==> src/rtl/legv8_multicycle_control.sv <==
// -----------------------------------------------------------------------------
// legv8_multicycle_control
//
// Multi-cycle control unit for the LEGv8 datapath. It sequences fetch, decode,
// execute, memory and write-back for R-type, LDUR, STUR, CBZ and B, and
// handshakes with a single shared instruction/data memory port.
//
// Ports
//   clk, rst          system clock, synchronous active-high reset
//   run               level; leaves IDLE when high (only sampled in IDLE)
//   instruction[31:0] instruction register contents (valid from DECODE on)
//   zero              ALU zero flag; the datapath combines it with
//                     pc_write_cond
//   mem_ready         memory completes the current access this cycle
//   ir_write, pc_write, pc_write_cond   register enables
//   iord              memory address source (0 = PC, 1 = ALUOut)
//   mem_read, mem_write                 memory strobes
//   reg_write, reg2loc, mem_to_reg      register-file controls
//   alu_src_a         0 = PC, 1 = register A
//   alu_src_b[1:0]    00 = B, 01 = 4, 10 = imm, 11 = imm << 2
//   alu_op[1:0]       00 add, 01 pass-B/zero test, 10 funct-decoded
//   imm_sel[1:0]      00 = B format, 10 = CBZ format, 11 = D format
//   pc_source[1:0]    00 = ALU, 01 = ALUOut
//   halted            illegal opcode seen; sticky until rst
//   retired[15:0]     retired-instruction counter, wraps modulo 2^16
// -----------------------------------------------------------------------------
module legv8_multicycle_control (
    input  logic        clk,
    input  logic        rst,
    input  logic        run,
    input  logic [31:0] instruction,
    input  logic        zero,
    input  logic        mem_ready,
    output logic        ir_write,
    output logic        pc_write,
    output logic        pc_write_cond,
    output logic        iord,
    output logic        mem_read,
    output logic        mem_write,
    output logic        reg_write,
    output logic        reg2loc,
    output logic        mem_to_reg,
    output logic        alu_src_a,
    output logic [1:0]  alu_src_b,
    output logic [1:0]  alu_op,
    output logic [1:0]  imm_sel,
    output logic [1:0]  pc_source,
    output logic        halted,
    output logic [15:0] retired
);

    typedef enum logic [3:0] {
        S_IDLE,
        S_FETCH,
        S_DECODE,
        S_EX_R,
        S_EX_ADDR,
        S_MEM_LD,
        S_MEM_ST,
        S_WB_R,
        S_WB_LD,
        S_BR_CBZ,
        S_BR_B,
        S_HALT
    } state_t;

    state_t      state_q, state_d;
    logic [15:0] retired_q, retired_d;
    logic        retire;

    // ------------------------------------------------------------------
    // Opcode classification (the classes are mutually exclusive)
    // ------------------------------------------------------------------
    logic is_b, is_cbz, is_ldur, is_stur, is_r;

    always_comb begin
        is_b    = (instruction[31:26] == 6'b000101);
        is_cbz  = (instruction[31:24] == 8'b10110100);
        is_ldur = (instruction[31:21] == 11'b11111000010);
        is_stur = (instruction[31:21] == 11'b11111000000);
        is_r    = (instruction[31:21] == 11'b10001011000) ||
                  (instruction[31:21] == 11'b11001011000) ||
                  (instruction[31:21] == 11'b10001010000) ||
                  (instruction[31:21] == 11'b10101010000);
    end

    // The zero flag is gated with pc_write_cond in the datapath, and the low
    // instruction bits are operand fields; neither steers this FSM.
    logic unused_inputs;
    assign unused_inputs = ^{zero, instruction[20:0]};

    // ------------------------------------------------------------------
    // State and retire-counter registers
    // ------------------------------------------------------------------
    always_ff @(posedge clk) begin
        if (rst) begin
            state_q   <= S_IDLE;
            retired_q <= '0;
        end else begin
            state_q   <= state_d;
            retired_q <= retired_d;
        end
    end

    assign retired = retired_q;

    // Final cycle of every instruction; a store retires only once memory
    // accepts it.
    always_comb begin
        retire = 1'b0;
        case (state_q)
            S_WB_R, S_WB_LD, S_BR_CBZ, S_BR_B: retire = 1'b1;
            S_MEM_ST:                          retire = mem_ready;
            default:                           retire = 1'b0;
        endcase
        retired_d = retire ? retired_q + 16'd1 : retired_q;
    end

    // ------------------------------------------------------------------
    // Next-state logic
    // ------------------------------------------------------------------
    always_comb begin
        state_d = state_q;
        case (state_q)
            S_IDLE:    if (run) state_d = S_FETCH;
            S_FETCH:   if (mem_ready) state_d = S_DECODE;
            S_DECODE: begin
                if (is_r)                    state_d = S_EX_R;
                else if (is_ldur || is_stur) state_d = S_EX_ADDR;
                else if (is_cbz)             state_d = S_BR_CBZ;
                else if (is_b)               state_d = S_BR_B;
                else                         state_d = S_HALT;
            end
            S_EX_R:    state_d = S_WB_R;
            S_EX_ADDR: state_d = is_ldur ? S_MEM_LD : S_MEM_ST;
            S_MEM_LD:  if (mem_ready) state_d = S_WB_LD;
            S_MEM_ST:  if (mem_ready) state_d = S_FETCH;
            S_WB_R:    state_d = S_FETCH;
            S_WB_LD:   state_d = S_FETCH;
            S_BR_CBZ:  state_d = S_FETCH;
            S_BR_B:    state_d = S_FETCH;
            S_HALT:    state_d = S_HALT;
            default:   state_d = S_IDLE;
        endcase
    end

    // ------------------------------------------------------------------
    // Output decode (Moore, except the mem_ready-qualified fetch enables
    // and the opcode-qualified decode controls)
    // ------------------------------------------------------------------
    always_comb begin
        ir_write      = 1'b0;
        pc_write      = 1'b0;
        pc_write_cond = 1'b0;
        iord          = 1'b0;
        mem_read      = 1'b0;
        mem_write     = 1'b0;
        reg_write     = 1'b0;
        reg2loc       = 1'b0;
        mem_to_reg    = 1'b0;
        alu_src_a     = 1'b0;
        alu_src_b     = 2'b00;
        alu_op        = 2'b00;
        imm_sel       = 2'b00;
        pc_source     = 2'b00;
        halted        = 1'b0;
        case (state_q)
            S_FETCH: begin
                // PC + 4 computed by the ALU while memory returns the word.
                mem_read  = 1'b1;
                alu_src_b = 2'b01;
                if (mem_ready) begin
                    ir_write = 1'b1;
                    pc_write = 1'b1;
                end
            end
            S_DECODE: begin
                // Speculative branch target PC + (imm << 2) into ALUOut.
                alu_src_b = 2'b11;
                reg2loc   = is_cbz || is_stur;
                if (is_b)        imm_sel = 2'b00;
                else if (is_cbz) imm_sel = 2'b10;
                else             imm_sel = 2'b11;
            end
            S_EX_R: begin
                alu_src_a = 1'b1;
                alu_op    = 2'b10;
            end
            S_EX_ADDR: begin
                alu_src_a = 1'b1;
                alu_src_b = 2'b10;
                imm_sel   = 2'b11;
            end
            S_MEM_LD: begin
                mem_read = 1'b1;
                iord     = 1'b1;
            end
            S_MEM_ST: begin
                mem_write = 1'b1;
                iord      = 1'b1;
                reg2loc   = 1'b1;
            end
            S_WB_R: begin
                reg_write = 1'b1;
            end
            S_WB_LD: begin
                reg_write  = 1'b1;
                mem_to_reg = 1'b1;
            end
            S_BR_CBZ: begin
                reg2loc       = 1'b1;
                alu_src_a     = 1'b1;
                alu_op        = 2'b01;
                pc_write_cond = 1'b1;
                pc_source     = 2'b01;
            end
            S_BR_B: begin
                pc_write  = 1'b1;
                pc_source = 2'b01;
            end
            S_HALT: begin
                halted = 1'b1;
            end
            default: begin
                halted = 1'b0;
            end
        endcase
    end

endmodule

==> config.mk <==
export PLATFORM = sky130hd
export DESIGN_NAME = legv8_multicycle_control
export DESIGN_NICKNAME = d
export VERILOG_FILES = /design/src/rtl/legv8_multicycle_control.sv
export SDC_FILE = /design/constraint.sdc
export NUM_CORES = 1
export LEC_CHECK = 0
export ABC_AREA = 1
export CAP_MARGIN = 20
export CORE_MARGIN = 5
export CORE_UTILIZATION = 36
export DETAILED_ROUTE_END_ITERATION = 10
export GPL_ROUTABILITY_DRIVEN = 0
export PLACE_DENSITY = 0.75
export SLEW_MARGIN = 10
export SYNTH_ARGS = -nofsm -noshare
export SYNTH_HDL_FRONTEND = slang
export SYNTH_SLANG_ARGS = --single-unit
==> constraint.sdc <==
create_clock -name clk -period 1.36 [get_ports clk]
set_input_delay 0.204 -clock clk [delete_from_list [all_inputs] [get_ports clk]]
set_output_delay 0.204 -clock clk [all_outputs]
set_load 0.005 [all_outputs]
==> results.py <==
metrics = {
    "yosys": {
        "yosysWarnings": 0,
        "ys_async_sr_fraction_pct": 0,
        "syn-cell-area_um2": 1510,
        "yosys.area.top_type": "dfxtp_1",
        "synth_commonest_cells": "nand2_1 (79), nor2_1 (31), a21oi_1 (25), inv_1 (25), dfxtp_1 (20)",
        "synth.area.top_cells": "dfxtp_1 (27%), nand2_1 (20%), a21oi_1 (8.3%), nor2_1 (7.7%), inv_1 (6.2%)",
        "synth_most_common_cell": "nand2_1",
        "avgSynthCellArea_um2": 5.92,
        "synth_cells": 255,
        "syn_nets": 293,
        "synth_ff_type": "dfxtp_1",
        "synth_edf_count": 0,
        "yosysSeqAreaShare_pct": 26.5,
        "synth_cell_types": 30,
        "synth_top_area_share_pct": 26.5,
        "yosys_register_bits": 20,
    },
    "timing": {
        "finalClockSkew_ps": 9.27,
        "slew_violations": 0,
        "post-route-period-util_pct": 112,
        "max_freq_mhz": 657,
        "fin_ws_ps": -161,
        "setup_viol_count_final": 37,
        "setup_tns_ps": -3540,
        "min_period_ps": 1520,
        "finalHoldViolCount": 0,
        "rsz0062_at_grt": "true",
        "whs_ps": 483,
    },
    "flow_run": {
        "max_cap_viol_count": 0,
    },
    "floorplanning": {
        "design.core.area_um2": 4030,
        "die_w_um": 74.7,
        "row_count": 23,
        "die-area_um2": 5590,
        "die_h_um": 74.7,
        "start_util_pct": 37.5,
        "io_pins": 72,
    },
    "place": {
        "io_buffers": 48,
        "placed_cells": 386,
        "dp_slack_ps": -647,
        "post-dp-hpwl_um": 3580,
        "dpl-instance-area_um2": 2300,
    },
    "detailed_routing": {
        "via_per_inst": 4.93,
        "wl_um": 5590,
        "antenna_left": 0,
        "post_drt_wl_per_cell_um": 13.6,
        "drc_errors": 0,
        "first_pass_iters": 4,
        "drt_iter0_markers": 87,
        "vias": 2032,
    },
    "critical_path": {
        "criticalPathCategory": "register to output pin",
        "path_max_fanout": 4,
        "timing.rr.end": "retired[11]$_SDFFE_PP0P_",
        "r2r_slack_ps": -140,
        "critPathLaunchType": "register",
        "arrival_ps": 1320,
        "reg2reg_depth": 11,
        "end_kind": "output pin",
        "rr_startpoint": "state_q[0]$_SDFFE_PP0P_",
        "crit_required_ps": 1160,
    },
    "global_routing": {
        "grt_pass1_wl_um": 8890,
        "grt_max_degree": 13,
        "grt_pass1_vias": 2010,
        "grt_overflow": 0,
        "antenna_found_initial": 0,
        "groute.usage.overall_pct": 20.2,
    },
    "run_status": {
        "outcome": "finished, violations left",
        "violations": "negative setup slack",
    },
    "pwr": {
        "ir_drop_uv": 606,
        "power_mw": 2.95,
        "p_per_area_nw_per_um2": 1060,
        "power.leakage_nw": 1.43,
    },
    "cells_and_area": {
        "syn_to_final_growth_pct": 84.9,
        "seqCellArea_um2": 450,
        "multi_input_area_um2": 1150,
        "drive_gt1_share_pct": 45.6,
        "nNetsFinal": 401,
        "fill_cells": 317,
        "antenna_cells": 0,
        "finish.utilization_pct": 69.3,
        "stdcell_area_um2": 2790,
        "fin_cells": 412,
    },
    "hold_path": {
        "worstHoldEndpoint": "retired[15]$_SDFFE_PP0P_",
        "hold_path.class": "register to register",
        "holdPathStages": 2,
        "hp-start": "retired[15]$_SDFFE_PP0P_",
    },
    "cts": {
        "cts_root_buf": "clkbuf_8",
        "holdBufCountCts": 0,
        "worstSkewPairLatency_ps": 260,
        "cts.reportedPaths.clkPinSlew_ps": 80,
        "clock_sinks": 20,
        "ctsLongestPathBuffers": 2,
        "numCtsBuffers": 3,
        "cts_tree": "done",
        "htreeDepth": 1,
    },
}
## routing by layer
metal,global-route usage (%),share of wire (%),up-vias
li1,-,-,1020
met1,23.8,40,934
met2,37.8,53,62
met3,2.27,4.8,16
met4,6.32,2.4,0
met5,0,0,-
## flip-flops by register name, summed over array words and instances (netlist names)
signal and cells:
state_q 4, retired 16
## worst max-delay path, stage by stage (launching register included)
cell and delay [ps]:
dfxtp_4 360, nor2_4 160, inv_4 70, nor2_4 100, buf_6 120, a21oi_2 40
o21ai_1 70, buf_2 130
## worst max path at each step
stage,startpoint,endpoint,slack (ps),cells after the start
2_1_floorplan,retired[0]$_SDFFE_PP0P_,retired[14]$_SDFFE_PP0P_,50,7
3_3_place_gp,instruction[28],reg2loc,-590,8
3_5_place_dp,instruction[29],reg2loc,-650,8
4_1_cts,state_q[3]$_SDFFE_PP0P_,imm_sel[0],-140,7
5_1_grt,state_q[0]$_SDFFE_PP0P_,retired[11]$_SDFFE_PP0P_,-230,11
6_report,state_q[2]$_SDFFE_PP0P_,reg2loc,-160,7
## power breakdown
group / internal, mW / switching [mW]
sequential: 0.631 / 0.0828
combinational: 0.803 / 0.843
clock: 0.393 / 0.195
## timing repair
action	4_1_cts	5_1_grt
pin swaps	35	21
gates cloned	1	0
setup endpoints to repair	52	50
gates resized for setup	167	36
setup buffers	18	5
## placed cells by master (no fill, tap or decap), types with 4 or more instances in the layout
cell type and instances:
buf_6 13, nand2_2 14, nand2_1 64, buf_4 48, clkdlybuf4s50_1 9, a21oi_1 13, nand2_4 8, dfxtp_2 10
dlygate4sd2_1 16, nor3_1 4, dlymetal6s2s_1 6, inv_1 23, nor2_4 8, dfxtp_4 10, inv_2 5, xnor2_1 5
buf_2 15, nand3_1 13, o21ai_1 6, a21oi_2 12, nor2_1 25
## layout make-up
| class | instances | share of cell area (%) |
|---|---|---|
| sequential | 20 | 16.1 |
| inverter | 33 | 5.20 |
| tap | 50 | 2.24 |
| clock buffer | 3 | 1.48 |
| timing repair buffer | 108 | 32.5 |
| multi-input combinational | 197 | 41.3 |
| clock inverter | 1 | 1.08 |
## logic make-up after synthesis
group	synth area share (%)
other cells	0.249
fa+ha+maj	0.829
buf+inv	11.3
simple gates	44.2
compound gates	12.3
xor+xnor	4.64
flops	26.5
No activity file was read; power rests on OpenSTA's default activity.
==> RTL change, RTL diff (same flow settings) <==
Encoding of `state_t`: now one-hot (12 bits for 12 states).
--- a/src/rtl/legv8_multicycle_control.sv
+++ b/src/rtl/legv8_multicycle_control.sv
@@ -51,15 +51,15 @@
 
-    typedef enum logic [3:0] {
-        S_IDLE,
-        S_FETCH,
-        S_DECODE,
-        S_EX_R,
-        S_EX_ADDR,
-        S_MEM_LD,
-        S_MEM_ST,
-        S_WB_R,
-        S_WB_LD,
-        S_BR_CBZ,
-        S_BR_B,
-        S_HALT
+    typedef enum logic [11:0] {
+        S_IDLE    = 12'b000000000001,
+        S_FETCH   = 12'b000000000010,
+        S_DECODE  = 12'b000000000100,
+        S_EX_R    = 12'b000000001000,
+        S_EX_ADDR = 12'b000000010000,
+        S_MEM_LD  = 12'b000000100000,
+        S_MEM_ST  = 12'b000001000000,
+        S_WB_R    = 12'b000010000000,
+        S_WB_LD   = 12'b000100000000,
+        S_BR_CBZ  = 12'b001000000000,
+        S_BR_B    = 12'b010000000000,
+        S_HALT    = 12'b100000000000
     } state_t;
Function: same outputs for any inputs over 10 cycles, from zero or initial values and one cycle with rst high; not proved beyond that.
==> RTL change against the unedited design <==
The flow still finishes with violations (negative setup slack). Area after synthesis increased by 37%. Sequential power grew 19%. Sequential cell count is 8 higher. Worst setup slack worse by 0.29 ns. Largest power group is now registers. Critical path type unchanged. Total power fell by 29%. Largest cell class unchanged. Via count increased by 34%. Register-to-register slack lost 0.31 ns. Die area is 32% higher. Wire length up 47%. Cell area up 38%. First-iteration DRC count grew 98%. Sequential share of layout area down 0.61 points.
==> RTL change: results (changes against the unedited design) <==
PLACED_CELL_AREA_MM2=0.003074  # was 0.002305 mm²
MIN_FROM='instruction[30]'  # was retired[15]
OUTCOME='complete, but fails checks'  # unchanged
PLACE.DETAILED.HPWL_UM=4554  # was 3583 µm
CRIT_SLOWEST_CELL='dfxtp_1'  # was dfxtp_4
GLOBALROUTEMET1UTIL_PCT=22.16  # was 23.83%
CTS.REPORTEDPATHS.CLKPINSLEW_NS=0.10  # was 0.08 ns
R2R-START='state_q[8]'  # was state_q[0]
CTS_SETUP_BUFFERS=33  # was 18
CP_MAX_FO=3  # was 4
POST_SYNTH_FA_HA_MAJ_AREA_FRACTION_PCT=0.6057  # was 0.8292%
FIN_HOLD_WS_NS=0.4928  # was 0.4827 ns
VDD.IR_DROP.WORST_mV=0.4294  # was 0.6061 mV
GRT_PASS1_WL_UM=12320  # was 8887 µm
CLOCK_POWER_SHARE_PCT=32.3  # was 19.9%
DRT-MET1-WL_UM=3105  # was 2208 µm
FAILED_CHECKS='negative setup slack'  # unchanged
FINAL_LAYOUT_SIZE_SUFFIX_GT1_SHARE_PCT=55.43  # was 45.58%
DP_WORST_SETUP_SLACK_NS=-0.8321  # was -0.6468 ns
CTS_RESIZED=175  # was 167
NETLIST_INSTANCES=312  # was 255
NUMBER_OF_VIAS_IN_THE_ROUTED_LAYOUT=2724  # was 2032
SYNTH.CELLS.MOST_FREQUENT='nand2_1 (76), inv_1 (52), dfxtp_1 (28)'  # was nand2_1 (79), nor2_1 (31), a21oi_1 (25), inv_1 (25), dfxtp_1 (20)
WHS_ENDPOINT='state_q[10]'  # was retired[15]
TIMING.FINAL.WS_SETUP_NS=-0.4537  # was -0.1614 ns
GRT_USE_MET2_PCT=40.25  # was 37.76%
SYNTH-COMPOUND-AREA-SHARE_PCT=7.874  # was 12.27%
WORST_R2R_ENDPOINT='state_q[9]'  # was retired[11]
FINALSETUPVIOLATIONS=46  # was 37
CRITICAL_PATH_ARRIVAL_NS=1.61  # was 1.32 ns
## RTL change: cell types whose count changed in the layout (fill, tap and decap cells not counted), moves of 8 or more
cell / before / now
a21oi_1: 13 / 3
nand4_1: 2 / 10
inv_1: 23 / 43
buf_4: 48 / 83
nand2_1: 64 / 56
nand3_2: 1 / 17
nor2_1: 25 / 17
dfxtp_2: 10 / 21
## RTL change: cell type report
class | instances | area, µm²
Fill cell | 409 | 1690
Multi-Input combinational cell | 223 | 1577
Timing Repair Buffer | 149 | 1294
Sequential cell | 28 | 598.1
Inverter | 56 | 220.2
Tap cell | 72 | 90.09
Clock buffer | 3 | 41.29
Clock inverter | 1 | 30.03
## RTL change: cells by family after synthesis
logic type               Yosys count
AO/OA/AOI/OAI                     25
XOR/XNOR                          12
adder cells (fa/ha/maj)            1
buffers and inverters             63
flip-flops                        28
other                              1
AND/OR/NAND/NOR                  182
